**config.mk**
```make
export PLATFORM = sky130hd
export DESIGN_NAME = sap_control_sequencer_flat
export DESIGN_NICKNAME = d
export VERILOG_FILES = /design/src/rtl/sap_control_sequencer_pkg.sv /design/src/rtl/sap_control_sequencer_if.sv /design/src/rtl/sap_control_sequencer_ring_counter.sv /design/src/rtl/sap_control_sequencer.sv /design/src/flat_wrapper.sv
export SDC_FILE = /design/constraint.sdc
export NUM_CORES = 1
export LEC_CHECK = 0
export BUFFER_PORTS_ARGS = -buffer_cell sky130_fd_sc_hd__buf_2
export CELL_PAD_IN_SITES_DETAIL_PLACEMENT = 0
export CELL_PAD_IN_SITES_GLOBAL_PLACEMENT = 1
export CORE_UTILIZATION = 32
export DETAILED_ROUTE_END_ITERATION = 7
export GPL_TIMING_DRIVEN = 0
export PLACE_DENSITY_LB_ADDON = 0.1
export SETUP_SLACK_MARGIN = 0.3
export SYNTH_ARGS = -nofsm -noshare
export SYNTH_HDL_FRONTEND = slang
export SYNTH_HIERARCHICAL = 1
export SYNTH_SLANG_ARGS = --single-unit
export TNS_END_PERCENT = 50
```
**constraint.sdc**
```tcl
create_clock -name clk -period 2.6 [get_ports clk]
set_input_delay 0.13 -clock clk [delete_from_list [all_inputs] [get_ports clk]]
set_output_delay 0.13 -clock clk [all_outputs]
set_load 0.01 [all_outputs]
```
**src/rtl/sap_control_sequencer_pkg.sv**
```systemverilog
// Shared constants for the SAP-1 controller-sequencer: widths, opcodes,
// control-word bit positions and one-hot T-state encodings.
package sap_control_sequencer_pkg;

    localparam int OPW = 4;   // opcode width (IR upper nibble)
    localparam int NT  = 6;   // ring-counter states per machine cycle
    localparam int CWW = 12;  // control-word width

    typedef logic [OPW-1:0] opcode_t;
    typedef logic [NT-1:0]  tstate_t;
    typedef logic [CWW-1:0] cword_t;

    localparam opcode_t OP_LDA = 4'b0000;
    localparam opcode_t OP_ADD = 4'b0001;
    localparam opcode_t OP_SUB = 4'b0010;
    localparam opcode_t OP_OUT = 4'b1110;
    localparam opcode_t OP_HLT = 4'b1111;

    // Control-word bit order {Cp,Ep,Lm,CE,Li,Ei,La,Ea,Su,Eu,Lb,Lo}
    localparam int CW_CP = 11;
    localparam int CW_EP = 10;
    localparam int CW_LM = 9;
    localparam int CW_CE = 8;
    localparam int CW_LI = 7;
    localparam int CW_EI = 6;
    localparam int CW_LA = 5;
    localparam int CW_EA = 4;
    localparam int CW_SU = 3;
    localparam int CW_EU = 2;
    localparam int CW_LB = 1;
    localparam int CW_LO = 0;

    localparam tstate_t T1 = 6'b000001;
    localparam tstate_t T2 = 6'b000010;
    localparam tstate_t T3 = 6'b000100;
    localparam tstate_t T4 = 6'b001000;
    localparam tstate_t T5 = 6'b010000;
    localparam tstate_t T6 = 6'b100000;

    // Single-bit control word, used to build the decode table readably.
    function automatic cword_t cw(input int idx);
        cword_t c;
        c      = '0;
        c[idx] = 1'b1;
        return c;
    endfunction

endpackage

```
**src/rtl/sap_control_sequencer_if.sv**
```systemverilog
// Opcode-in / control-out bundle between the SAP-1 datapath and its sequencer.
// master = datapath side (supplies the opcode), slave = sequencer side.
interface sap_control_sequencer_if;
    import sap_control_sequencer_pkg::*;

    opcode_t opcode;
    cword_t  con;
    tstate_t tstate;
    logic    halted;

    modport master (output opcode, input con, input tstate, input halted);
    modport slave  (input opcode, output con, output tstate, output halted);

endinterface

```
**src/rtl/sap_control_sequencer_ring_counter.sv**
```systemverilog
// One-hot T-state ring counter (T1..T6). hold freezes the current state,
// restart forces a return to T1 on the next edge (variable-length cycles).
module sap_ring_counter
    import sap_control_sequencer_pkg::*;
(
    input  logic    clk,
    input  logic    clr,
    input  logic    hold,
    input  logic    restart,
    output tstate_t tstate
);

    tstate_t tstate_q;
    tstate_t tstate_d;

    // Next state: hold wins over restart, restart wins over rotation.
    always_comb begin
        tstate_d = tstate_q;
        if (!hold) begin
            if (restart) tstate_d = T1;
            else         tstate_d = {tstate_q[NT-2:0], tstate_q[NT-1]};
        end
    end

    // State register; clr returns to T1 without waiting for a clock.
    always_ff @(posedge clk or posedge clr) begin
        if (clr) tstate_q <= T1;
        else     tstate_q <= tstate_d;
    end

    assign tstate = tstate_q;

endmodule

```
**src/rtl/sap_control_sequencer.sv**
```systemverilog
// SAP-1 controller-sequencer top: ring counter, Moore decode of
// {tstate, opcode} into the control word, and the sticky halt flag.
// Optional build macro SAP_SEQ_EARLY_RETIRE_EN: end each machine cycle after
// its last state with a nonzero control word (LDA 5, OUT/NOP 4, ADD/SUB 6).
module sap_control_sequencer
    import sap_control_sequencer_pkg::*;
(
    input  logic                     clk,
    input  logic                     clr,
    sap_control_sequencer_if.slave   bus
);

    tstate_t tstate;
    logic    halted_q;
    logic    halted_d;
    logic    hold;
    logic    restart;
    cword_t  con_d;

    // HLT seen in T4 freezes the ring on that same edge, then the flag keeps it frozen.
    assign halted_d = halted_q | ((tstate == T4) && (bus.opcode == OP_HLT));
    assign hold     = halted_d;

`ifdef SAP_SEQ_EARLY_RETIRE_EN
    // Restart after the last state carrying a nonzero control word.
    always_comb begin
        restart = 1'b0;
        case (tstate)
            T4: restart = (bus.opcode != OP_LDA) && (bus.opcode != OP_ADD) &&
                          (bus.opcode != OP_SUB) && (bus.opcode != OP_HLT);
            T5: restart = (bus.opcode == OP_LDA);
            default: restart = 1'b0;
        endcase
    end
`else
    assign restart = 1'b0;
`endif

    sap_ring_counter u_ring (
        .clk     (clk),
        .clr     (clr),
        .hold    (hold),
        .restart (restart),
        .tstate  (tstate)
    );

    // Sticky halt flag; only clr clears it.
    always_ff @(posedge clk or posedge clr) begin
        if (clr) halted_q <= 1'b0;
        else     halted_q <= halted_d;
    end

    // Control-word decode: fetch is common, execute depends on the opcode.
    always_comb begin
        con_d = '0;
        case (tstate)
            T1: con_d = cw(CW_EP) | cw(CW_LM);
            T2: con_d = cw(CW_CP);
            T3: con_d = cw(CW_CE) | cw(CW_LI);
            T4: begin
                case (bus.opcode)
                    OP_LDA, OP_ADD, OP_SUB: con_d = cw(CW_EI) | cw(CW_LM);
                    OP_OUT:                 con_d = cw(CW_EA) | cw(CW_LO);
                    default:                con_d = '0;
                endcase
            end
            T5: begin
                case (bus.opcode)
                    OP_LDA:         con_d = cw(CW_CE) | cw(CW_LA);
                    OP_ADD, OP_SUB: con_d = cw(CW_CE) | cw(CW_LB);
                    default:        con_d = '0;
                endcase
            end
            T6: begin
                case (bus.opcode)
                    OP_ADD:  con_d = cw(CW_EU) | cw(CW_LA);
                    OP_SUB:  con_d = cw(CW_SU) | cw(CW_EU) | cw(CW_LA);
                    default: con_d = '0;
                endcase
            end
            default: con_d = '0;
        endcase
    end

    assign bus.con    = halted_q ? '0 : con_d;
    assign bus.tstate = tstate;
    assign bus.halted = halted_q;

endmodule

```
**src/flat_wrapper.sv**
```systemverilog
// flat-port wrapper written by rule: the top's interface ports become plain ports
module sap_control_sequencer_flat import sap_control_sequencer_pkg::*;
  (clk, clr, bus_opcode, bus_con, bus_tstate, bus_halted);
  sap_control_sequencer_if bus_i ();
  input  logic clk;
  input  logic clr;
  input wire logic [$bits(bus_i.opcode)-1:0] bus_opcode;
  output wire logic [$bits(bus_i.con)-1:0] bus_con;
  output wire logic [$bits(bus_i.tstate)-1:0] bus_tstate;
  output wire logic [$bits(bus_i.halted)-1:0] bus_halted;
  assign bus_i.opcode = bus_opcode;
  assign bus_con = bus_i.con;
  assign bus_tstate = bus_i.tstate;
  assign bus_halted = bus_i.halted;
  sap_control_sequencer u_core (.clk(clk), .clr(clr), .bus(bus_i));
endmodule
```
==> run_results.csv <==
group,metric,value,unit
die,die_w,41.3,um
global_routing,antenna_found_initial,0,
global_routing,grt_max_degree,11,
timing,max_freq,547,MHz
worst_setup_path,cp-start-kind,"flip-flop",
clocking,numCtsBuffers,3,
power_and_ir_drop,irDropWorstVdd,0.233,mV
worst_setup_path,cp_max_fo,10,
synth,ys_warn_count,6,
layout,antenna_cells,0,
worst_setup_path,path_class,"flip-flop to flip-flop",
die,dieHeight,41.3,um
synth,synth_area_per_cell,8.24,um^2
die,ios,25,
layout,final_util,50.4,%
synth,yosysSeqAreaShare,35.7,%
global_routing,overflow,0,
synth,ys_ff_latch,7,
die,core,1370,um^2
synth,ys_types,29,
worst_setup_path,crit_slowest_cell,"dfrtp_1",
detailed_routing,wl_per_cell,10.4,um
worst_setup_path,critical_path.cell_chain,"nor4_4, nand4_1, o21bai_1, buf_6, nor2_2, a22o_1",
place,gp_congestion,0.695,
worst_setup_path,rr_startpoint,"u_core/u_ring/tstate[5]$_DFFE_PP0N_",
layout,fill_cells,152,
clocking,cts_root_buf,"clkbuf_4",
worst_setup_path,cp_top_family,"simple AND/OR/NAND/NOR gates",
worst_setup_path,startpoint,"u_core/u_ring/tstate[5]$_DFFE_PP0N_",
clocking,clockBufferDepth,2,
detailed_routing,finalWirelength,1.13,mm
place,port_buffers,24,
die,rows,13,
layout,fin_area,688,um^2
worst_setup_path,endpoint_kind,"flip-flop",
layout,nNetsFinal,101,
timing,post-route-period-util,70.3,%
power_and_ir_drop,leakage,0.361,nW
layout,layout-drive-gt1-share,36.2,%
detailed_routing,drt_iter0_drc,4,
clocking,cts_tree,"built",
flow_run,maxCapViolations,0,
synth,netlist_area,494,um^2
min_path,min_path_type,"input pin to flip-flop",
worst_setup_path,crit_buf_inv,1,
timing,slew_violations,0,
clocking,clk_pin_slew,0.05,ns
global_routing,grt.total_usage,15.0,%
timing,finClkSkew,0.00323,ns
clocking,clkSinkCount,7,
power_and_ir_drop,p_per_area,454,nW/um^2
timing,setup_viol,0,
detailed_routing,antenna_left,0,
clocking,clock_latency,0.25,ns
clocking,cts_resized,0,
outcome,status,"completed",
synth,netlist_instances,60,
min_path,hp-start,"bus_opcode[3]",
detailed_routing,firstDrtPassIters,3,
global_routing,grt_pass1_vias,381,
worst_setup_path,critPathArrivalTime,1.97,ns
worst_setup_path,cpPeakStageDelay,0.50,ns
worst_setup_path,cp.required,2.74,ns
clocking,htreeDepth,1,
place,dp_hpwl,900,um
place,place_area,652,um^2
timing,post-route-min-period,1.83,ns
die,start_util,36.2,%
timing,hold_viol_final,0,
detailed_routing,drc,0,
detailed_routing,vias,516,
detailed_routing,vias_per_cell,4.73,
layout,area_growth,39.2,%
timing,rsz0062_at_grt,"no",
die,dieArea,1710,um^2
global_routing,grt_pass1_wl,1.62,mm
timing,tns,0,ns
final cells by class:
cell class | instances | area (um^2) | area share [%]
multi-input cells | 53 | 307 | 44.5
inverters | 3 | 11.3 | 1.64
repair buffers | 25 | 130 | 18.9
clock buffers | 4 | 26.3 | 3.82
flip-flops and latches | 7 | 176 | 25.6
well taps | 15 | 18.8 | 2.73
plain buffers | 2 | 18.8 | 2.73
what timing repair did:
item,in CTS,in global routing
hold endpoints to repair,6,0
buffers inserted,0,0
hold buffers,1,0
tightest hold or removal path, cell delays in order:
cell and delay (ns):
buf_2 0.11, nand4_1 0.08, o21bai_1 0.13
power breakdown:
group / internal [mW] / leakage [nW] / switching, mW
Combinational: 0.0373 / 0.254 / 0.0452
Clock: 0.0584 / 0.0150 / 0.0376
Sequential: 0.118 / 0.0922 / 0.0154
kinds of logic (layout without fill, tap and decap cells):
family                    Yosys count  in the layout  share of synthesized area [%]
buffers and inverters               5             34                           6.08
xor gates and xnor gates            1              1                           1.77
DFF                                 7              7                           35.7
AOI/OAI and AO/OA                  10             10                           14.2
other                               1              6                          0.759
and+or+nand+nor                    36             36                           41.5
cells in the final DEF (no fill, tap or decap):
cell / synthesis / routed
nor3_1: 5 / 5
o21ai_0: 3 / 3
buf_2: 0 / 24
nor2_1: 5 / 5
a22o_1: 1 / 1
nor2b_1: 1 / 1
nand2b_1: 6 / 6
nor4b_1: 1 / 1
dfstp_2: 1 / 1
buf_4: 1 / 1
nor4_4: 1 / 1
dfrtp_1: 6 / 6
nand3b_1: 1 / 1
o21bai_2: 1 / 1
xor2_1: 1 / 1
o21ai_2: 1 / 1
nand4_1: 1 / 1
nand2_1: 9 / 9
buf_6: 1 / 1
clkbuf_4: 0 / 3
o21ai_1: 1 / 1
clkbuf_1: 0 / 1
and4_1: 1 / 1
nor4_1: 1 / 1
o21bai_1: 2 / 2
a31oi_1: 1 / 1
inv_1: 3 / 3
nand3_1: 1 / 1
dlygate4sd3_1: 0 / 1
conb_1: 1 / 6
and3_1: 1 / 1
nor3b_1: 1 / 1
nor2_2: 1 / 1
flip-flops by register name (all words and copies together) (netlist names):
name and flops:
u_core/u_ring/tstate 6, u_core/bus.halted 1
worst paths after layout:
kind / end / slack (ns) / cells after the start
setup / recovery: u_core/u_ring/tstate[5]$_DFFE_PP0N_ / 0.77 / 6
hold / removal: u_core/bus.halted$_DFF_PP0_ / 0.27 / 3
setup reg to reg: u_core/u_ring/tstate[5]$_DFFE_PP0N_ / 0.77 / 6
hold reg to reg: u_core/u_ring/tstate[0]$_DFFE_PP1N_ / 0.53 / 2
max in group asynchronous: u_core/u_ring/tstate[0]$_DFFE_PP1N_ / 1.98 / 3
min in group asynchronous: u_core/bus.halted$_DFF_PP0_ / 0.28 / 3
layer usage:
layer / vias to the layer above / share of wire, % / wire (um) / GRT usage, %
met5: - / 0 / 0 / 0
met4: 0 / 0.44 / 5 / 9.68
met3: 2 / 4.5 / 51 / 3.19
met2: 11 / 47 / 535 / 22.7
met1: 234 / 48 / 541 / 19.3
li1: 269 / - / - / -
per-stage QoR:
stage / cells / setup slack [ns] / total power [mW] / hold slack [ns]
6_report: 109 / 0.772 / 0.312 / 0.273
5_1_grt: 109 / 0.629 / 0.338 / 0.275
4_1_cts: 109 / 0.759 / 0.320 / 0.256
3_5_place_dp: 104 / 0.778 / 0.217 / -0.0219
3_3_place_gp: 104 / 0.775 / 0.217 / -0.0266
2_1_floorplan: 65 / 0.947 / 0.186 / -0.141
cell usage after synthesis:
| cell type | instances | area (um^2) |
|---|---|---|
| dfrtp_1 | 6 | 150 |
| nor2_1 | 5 | 18.8 |
| dfstp_2 | 1 | 26.3 |
| o21ai_0 | 3 | 15.0 |
| nor4_1 | 1 | 6.26 |
| nand2_1 | 9 | 33.8 |
| nand4_1 | 1 | 6.26 |
| xor2_1 | 1 | 8.76 |
| nor3b_1 | 1 | 7.51 |
| o21ai_2 | 1 | 8.76 |
| nor2_2 | 1 | 6.26 |
| a22o_1 | 1 | 8.76 |
| nor2b_1 | 1 | 6.26 |
| nand3_1 | 1 | 5.00 |
| nor4b_1 | 1 | 8.76 |
| nor4_4 | 1 | 21.3 |
| o21ai_1 | 1 | 5.00 |
| buf_6 | 1 | 11.3 |
| nor3_1 | 5 | 25.0 |
| o21bai_1 | 2 | 15.0 |
| o21bai_2 | 1 | 11.3 |
| and4_1 | 1 | 8.76 |
| conb_1 | 1 | 3.75 |
| and3_1 | 1 | 6.26 |
| nand3b_1 | 1 | 7.51 |
| a31oi_1 | 1 | 6.26 |
| buf_4 | 1 | 7.51 |
| nand2b_1 | 6 | 37.5 |
| inv_1 | 3 | 11.3 |
No activity file was read; power rests on OpenSTA's default activity.
